[config.mk]
export PLATFORM = sky130hd
export DESIGN_NAME = uart_tx_fifo
export DESIGN_NICKNAME = d
export VERILOG_FILES = /design/src/rtl/uart_pkg.sv /design/src/rtl/sync_fifo.sv /design/src/rtl/uart_tx_fifo.sv
export SDC_FILE = /design/constraint.sdc
export NUM_CORES = 1
export LEC_CHECK = 0
export ABC_AREA = 1
export CELL_PAD_IN_SITES_DETAIL_PLACEMENT = 1
export CELL_PAD_IN_SITES_GLOBAL_PLACEMENT = 1
export CORE_ASPECT_RATIO = 1.75
export CORE_MARGIN = 4
export CORE_UTILIZATION = 40
export DETAILED_ROUTE_END_ITERATION = 10
export GPL_ROUTABILITY_DRIVEN = 0
export GPL_TIMING_DRIVEN = 0
export PLACE_DENSITY_LB_ADDON = 0.12
export SLEW_MARGIN = 5
export SYNTH_ARGS = -nofsm -noshare
export SYNTH_HDL_FRONTEND = slang
export SYNTH_HIERARCHICAL = 1
export SYNTH_SLANG_ARGS = --single-unit
[constraint.sdc]
create_clock -name clk -period 6.9 [get_ports clk]
set_input_delay 1.38 -clock clk [delete_from_list [all_inputs] [get_ports clk]]
set_output_delay 1.38 -clock clk [all_outputs]
set_load 0.005 [all_outputs]
[src/rtl/uart_pkg.sv]
// Shared constants and types for the buffered UART transmitter.
// Build option UART_TX_PARITY_EN adds an even-parity bit to every frame.
package uart_pkg;

    localparam int unsigned DEFAULT_DELAY_FRAMES = 234;
    localparam int unsigned DEFAULT_FIFO_DEPTH   = 16;
    localparam int unsigned DATA_BITS            = 8;

`ifdef UART_TX_PARITY_EN
    localparam int unsigned FRAME_BITS = 11;
`else
    localparam int unsigned FRAME_BITS = 10;
`endif

    typedef enum logic [2:0] {
        ST_IDLE   = 3'd0,
        ST_START  = 3'd1,
        ST_DATA   = 3'd2,
`ifdef UART_TX_PARITY_EN
        ST_PARITY = 3'd3,
`endif
        ST_STOP   = 3'd4
    } tx_state_e;

    // Bit-period counter width; kept at least one bit wide for DELAY_FRAMES of 1.
    function automatic int unsigned cnt_width(input int unsigned delay);
        return (delay > 1) ? $clog2(delay) : 1;
    endfunction

`ifdef UART_TX_PARITY_EN
    function automatic logic even_parity(input logic [DATA_BITS-1:0] d);
        return ^d;
    endfunction
`endif

endpackage

[src/rtl/sync_fifo.sv]
// Synchronous FIFO with occupancy count and fall-through read of the head entry.
// DEPTH must be a power of two, at least 2; pointers wrap naturally.
module sync_fifo #(
    parameter int unsigned WIDTH = 8,
    parameter int unsigned DEPTH = 16
) (
    input  logic                   clk,
    input  logic                   rst,
    input  logic                   push_i,
    input  logic [WIDTH-1:0]       wdata_i,
    input  logic                   pop_i,
    output logic [WIDTH-1:0]       rdata_o,
    output logic                   full_o,
    output logic                   empty_o,
    output logic [$clog2(DEPTH):0] count_o
);

    localparam int unsigned AW = $clog2(DEPTH);
    localparam int unsigned CW = AW + 1;

    logic [WIDTH-1:0] mem_q [DEPTH];
    logic [AW-1:0]    wr_ptr_q, wr_ptr_d;
    logic [AW-1:0]    rd_ptr_q, rd_ptr_d;
    logic [CW-1:0]    count_q, count_d;
    logic             do_push;
    logic             do_pop;

    assign full_o  = (count_q == CW'(DEPTH));
    assign empty_o = (count_q == '0);
    assign do_push = push_i && !full_o;
    assign do_pop  = pop_i && !empty_o;
    assign rdata_o = mem_q[rd_ptr_q];
    assign count_o = count_q;

    always_comb begin
        wr_ptr_d = wr_ptr_q;
        rd_ptr_d = rd_ptr_q;
        count_d  = count_q;
        if (do_push) begin
            wr_ptr_d = wr_ptr_q + AW'(1);
        end
        if (do_pop) begin
            rd_ptr_d = rd_ptr_q + AW'(1);
        end
        case ({do_push, do_pop})
            2'b10:   count_d = count_q + CW'(1);
            2'b01:   count_d = count_q - CW'(1);
            default: count_d = count_q;
        endcase
    end

    always_ff @(posedge clk) begin
        if (rst) begin
            wr_ptr_q <= '0;
            rd_ptr_q <= '0;
            count_q  <= '0;
        end else begin
            wr_ptr_q <= wr_ptr_d;
            rd_ptr_q <= rd_ptr_d;
            count_q  <= count_d;
        end
    end

    always_ff @(posedge clk) begin
        if (do_push) begin
            mem_q[wr_ptr_q] <= wdata_i;
        end
    end

endmodule

[src/rtl/uart_tx_fifo.sv]
// Buffered 8N1 UART transmitter: bytes enter a FIFO over valid/ready and drain
// back-to-back with no idle gap. Define UART_TX_PARITY_EN for an even-parity bit.
module uart_tx_fifo
    import uart_pkg::*;
#(
    parameter int unsigned DELAY_FRAMES = DEFAULT_DELAY_FRAMES,
    parameter int unsigned FIFO_DEPTH   = DEFAULT_FIFO_DEPTH
) (
    input  logic                        clk,
    input  logic                        rst,
    input  logic [7:0]                  tx_data,
    input  logic                        tx_valid,
    output logic                        tx_ready,
    output logic                        uart_tx,
    output logic                        busy,
    output logic [$clog2(FIFO_DEPTH):0] fifo_count
);

    localparam int unsigned        CNT_W    = cnt_width(DELAY_FRAMES);
    localparam logic [CNT_W-1:0]   CNT_LAST = CNT_W'(DELAY_FRAMES - 1);
    localparam logic [2:0]         BIT_LAST = 3'(DATA_BITS - 1);

    tx_state_e        state_q, state_d;
    logic [CNT_W-1:0] cnt_q, cnt_d;
    logic [2:0]       bit_q, bit_d;
    logic [7:0]       shift_q, shift_d;
    logic             uart_tx_q, uart_tx_d;

    logic             fifo_push;
    logic             fifo_pop;
    logic [7:0]       fifo_rdata;
    logic             fifo_full;
    logic             fifo_empty;
    logic             bit_end;

    assign tx_ready  = !rst && !fifo_full;
    assign fifo_push = tx_valid && tx_ready;
    assign bit_end   = (cnt_q == CNT_LAST);

    sync_fifo #(
        .WIDTH (8),
        .DEPTH (FIFO_DEPTH)
    ) u_fifo (
        .clk     (clk),
        .rst     (rst),
        .push_i  (fifo_push),
        .wdata_i (tx_data),
        .pop_i   (fifo_pop),
        .rdata_o (fifo_rdata),
        .full_o  (fifo_full),
        .empty_o (fifo_empty),
        .count_o (fifo_count)
    );

    // Line level is derived from the current state and registered, so the
    // serial output trails the state register by exactly one cycle.
    always_comb begin
        state_d   = state_q;
        cnt_d     = cnt_q;
        bit_d     = bit_q;
        shift_d   = shift_q;
        uart_tx_d = 1'b1;
        fifo_pop  = 1'b0;

        case (state_q)
            ST_IDLE: begin
                uart_tx_d = 1'b1;
                if (!fifo_empty) begin
                    fifo_pop = 1'b1;
                    shift_d  = fifo_rdata;
                    cnt_d    = '0;
                    state_d  = ST_START;
                end
            end

            ST_START: begin
                uart_tx_d = 1'b0;
                if (bit_end) begin
                    cnt_d   = '0;
                    bit_d   = '0;
                    state_d = ST_DATA;
                end else begin
                    cnt_d = cnt_q + CNT_W'(1);
                end
            end

            ST_DATA: begin
                uart_tx_d = shift_q[bit_q];
                if (bit_end) begin
                    cnt_d = '0;
                    if (bit_q == BIT_LAST) begin
`ifdef UART_TX_PARITY_EN
                        state_d = ST_PARITY;
`else
                        state_d = ST_STOP;
`endif
                    end else begin
                        bit_d = bit_q + 3'd1;
                    end
                end else begin
                    cnt_d = cnt_q + CNT_W'(1);
                end
            end

`ifdef UART_TX_PARITY_EN
            ST_PARITY: begin
                uart_tx_d = even_parity(shift_q);
                if (bit_end) begin
                    cnt_d   = '0;
                    state_d = ST_STOP;
                end else begin
                    cnt_d = cnt_q + CNT_W'(1);
                end
            end
`endif

            ST_STOP: begin
                uart_tx_d = 1'b1;
                if (bit_end) begin
                    cnt_d = '0;
                    // Chain straight into the next start bit when data is waiting.
                    if (!fifo_empty) begin
                        fifo_pop = 1'b1;
                        shift_d  = fifo_rdata;
                        state_d  = ST_START;
                    end else begin
                        state_d = ST_IDLE;
                    end
                end else begin
                    cnt_d = cnt_q + CNT_W'(1);
                end
            end

            default: begin
                state_d = ST_IDLE;
                cnt_d   = '0;
                bit_d   = '0;
            end
        endcase
    end

    always_ff @(posedge clk) begin
        if (rst) begin
            state_q   <= ST_IDLE;
            cnt_q     <= '0;
            bit_q     <= '0;
            shift_q   <= '0;
            uart_tx_q <= 1'b1;
        end else begin
            state_q   <= state_d;
            cnt_q     <= cnt_d;
            bit_q     <= bit_d;
            shift_q   <= shift_d;
            uart_tx_q <= uart_tx_d;
        end
    end

    assign uart_tx = uart_tx_q;
    assign busy    = (state_q != ST_IDLE) || (fifo_count != '0);

endmodule

==> results.json <==
{
  "fin_skew_ns": 0.0122,
  "worst-path-buf-inv": 2,
  "path_clk_slew_ns": 0.07,
  "cts_tree": "built",
  "max_freq_ghz": 0.271,
  "drv_cap": 0,
  "hold_start": "shift_q[1]",
  "min_to": "shift_q[1]",
  "r2r-end": "u_fifo/count_o[4]",
  "finalSetupViolCount": 0,
  "viasPerCell": 5.29,
  "fin_crit_sh_pct": 53.5,
  "ys_ff_latch": 168,
  "grt_setup_unrepaired": "false",
  "hold_violations": 0,
  "ant_nets": 0,
  "grt_pass1_vias": 5310,
  "min_path_type": "flip-flop to flip-flop",
  "reg2reg_depth": 19,
  "synthCells": 666,
  "die_h_um": 189,
  "min_period_ns": 3.69,
  "grt_overflow": 0,
  "clk_latency_ns": 0.44,
  "hpwl_mm": 14.0,
  "chipWidth_um": 111,
  "ctsResizeCount": 0,
  "holdPathStages": 2,
  "critPathRequiredTime_ns": 5.52,
  "crit_family": "buffers and inverters",
  "root_buffer": "clkbuf_16",
  "rows": 65,
  "drt-total-wl_mm": 19.2,
  "synth_cell_types": 40,
  "status": "completed",
  "drc": 0,
  "slew_headroom_pct": 25.7,
  "start_kind": "primary input",
  "start_util_pct": 40.9,
  "crit_type": "primary input to output pin",
  "final_util_pct": 46.6,
  "power_leakage_nw": 3.06,
  "ys_seq_area_share_pct": 62.3,
  "diodes": 0,
  "r2r_slack_ns": 4.02,
  "cts_setup_buffers": 0,
  "drive_gt1_share_pct": 11.0,
  "worst_pin_slew_ns": 1.11,
  "cts.htree.levels": 4,
  "max_stage_delay_ns": 0.47,
  "antenna_found_initial": 0,
  "clock-sinks": 168,
  "grt_usage_pct": 18.9,
  "path_max_fanout": 8,
  "path_cells": "clkbuf_1 > nor2_1 > clkdlybuf4s50_1",
  "netlist.area_leader.share_pct": 51.5,
  "nets": 725,
  "arrival_ns": 2.31,
  "ys_async_sr_fraction_pct": 0,
  "fin_ws_ns": 3.21,
  "core-area_mm2": 0.0182,
  "wl_per_cell_um": 20.2,
  "num_io_pins": 19,
  "dr.pass1.iters": 4,
  "cp_slowest_cell": "clkdlybuf4s50_1",
  "r2r_start": "cnt_q[0]",
  "post-place-ws_ns": 3.02,
  "synth_nets": 689,
  "area_growth_pct": 13.9,
  "ir_worst_vdd_uv": 206,
  "port_buffers": 17,
  "ctsHoldBuffers": 0,
  "fin_setup_tns_ns": 0,
  "via_count": 5023,
  "p_per_area_mw_per_mm2": 391,
  "synth_edf_count": 128,
  "ys.warnings.count": 6,
  "synth_area_leaders": "edfxtp_1, dfxtp_1, mux2i_1, inv_1, nor2_1",
  "drt_iter0_drc": 221,
  "cts_buffer_depth": 2,
  "fin_total_pwr_w": 0.00332,
  "synth-main-ff-cell": "edfxtp_1",
  "synth.avg_cell_area_um2": 11.2,
  "yosysTopAreaCell": "edfxtp_1",
  "syn_area_mm2": 0.00746,
  "die_area_mm2": 0.0210,
  "grt_max_degree": 18,
  "cp-end-kind": "output pin",
  "cts_made_buffers": 17,
  "grt_pass1_wl_mm": 30.0,
  "maxSlewViolCount": 0
}
-- cells in the mapped netlist (9+ instances only) --
library cell / n
dfxtp_1: 40
inv_1: 74
mux2i_1: 32
nand3_1: 23
nor3b_1: 9
o21ai_0: 50
clkbuf_1: 14
ha_1: 12
nand2_1: 63
edfxtp_1: 128
a21oi_1: 39
o211ai_1: 33
nor2_1: 69
-- worst reg2reg max path: stages, from the launching register on --
cell     delay, ns
dfxtp_1       0.39
ha_1          0.19
nand2_1       0.07
nor2_1        0.10
nand2_1       0.16
nand3_2       0.23
nand2_2       0.11
inv_4         0.15
nand2_4       0.10
inv_6         0.11
ha_1          0.31
xor2_1        0.25
ha_1          0.19
inv_1         0.05
nand2_2       0.08
nand2_2       0.06
nand3_1       0.08
nand3_1       0.07
nand2_1       0.07
inv_1         0.04
-- cells by family after synthesis --
logic type	count (synthesis)	synth area share (%)
AND/OR/NAND/NOR	207	14.0
XOR/XNOR	8	1.04
adder cells (fa/ha/maj)	12	2.01
AO/OA/AOI/OAI	131	10.4
flip-flops	168	62.3
buffers and inverters	108	5.96
multiplexers	32	4.29
-- sequential cells by signal (all words and copies together) (netlist names), named ones only --
name             flops
u_fifo/count_o       5
u_fifo/mem_q       128
uart_tx              1
u_fifo/wr_ptr_q      4
state_q              3
shift_q              8
cnt_q                8
bit_q                3
u_fifo/rd_ptr_q      4
-- layout by cell type, fill, tap and decap left out, types with 8 or more instances in the layout --
cell type        netlist  layout
a21oi_1               39      39
nor3b_1                9       9
inv_1                 74      74
nand3_1               23      23
o211ai_1              33      33
nor2_1                69      69
clkbuf_16              0      18
nand2_1               63      63
clkbuf_1              14      14
edfxtp_1             128     128
inv_6                  1       8
ha_1                  12      12
dfxtp_1               40      40
clkdlybuf4s50_1        0      17
o21ai_0               50      50
nand3b_1               8       8
mux2i_1               32      32
-- power by group --
| part | switching, W | internal [W] | total, W |
|---|---|---|---|
| logic | 0.000772 | 0.000417 | 0.00119 |
| registers | 0.0000528 | 0.00115 | 0.00121 |
| clock network | 0.000426 | 0.000497 | 0.000923 |
| total | 0.00125 | 0.00207 | 0.00332 |
-- final cells by class --
cell class                      count  area (µm²)
Buffer                             26         126
Clock buffer                       18         450
Clock inverter                     14         123
Fill cell                        1989        9720
Inverter                           82         318
Multi-Input combinational cell    390        2370
Sequential cell                   168        4640
Tap cell                          234         293
Timing Repair Buffer               17         170
-- metrics by stage --
step                instances  hold WS, ns  area [µm²]
global route              949        0.510        8490
finish                    949        0.482        8490
global placement          917        0.467        7920
floorplan                 666        0.449        7460
CTS                       949        0.485        8490
detailed placement        917        0.469        7920
-- layer usage --
| layer | vias up | track usage [%] | part of all wire, % |
|---|---|---|---|
| met4 | 0 | 7.31 | 2.3 |
| met2 | 81 | 36.4 | 57 |
| li1 | 2395 | - | - |
| met3 | 28 | 3.44 | 2.8 |
| met5 | - | 0 | 0 |
| met1 | 2519 | 20.1 | 38 |
-- worst max-delay path by stage --
stage | start | endpoint | slack [ns] | depth (start not counted)
CTS | rst | tx_ready | 3.17 | 3
global route | rst | tx_ready | 3.15 | 3
detailed placement | tx_valid | u_fifo/mem_q[14][4] | 3.02 | 6
floorplan | rst | u_fifo/count_o[4] | 3.73 | 12
finish | rst | tx_ready | 3.21 | 3
global placement | tx_valid | u_fifo/mem_q[14][0] | 3.10 | 6
No activity file was read; power rests on OpenSTA's default activity.
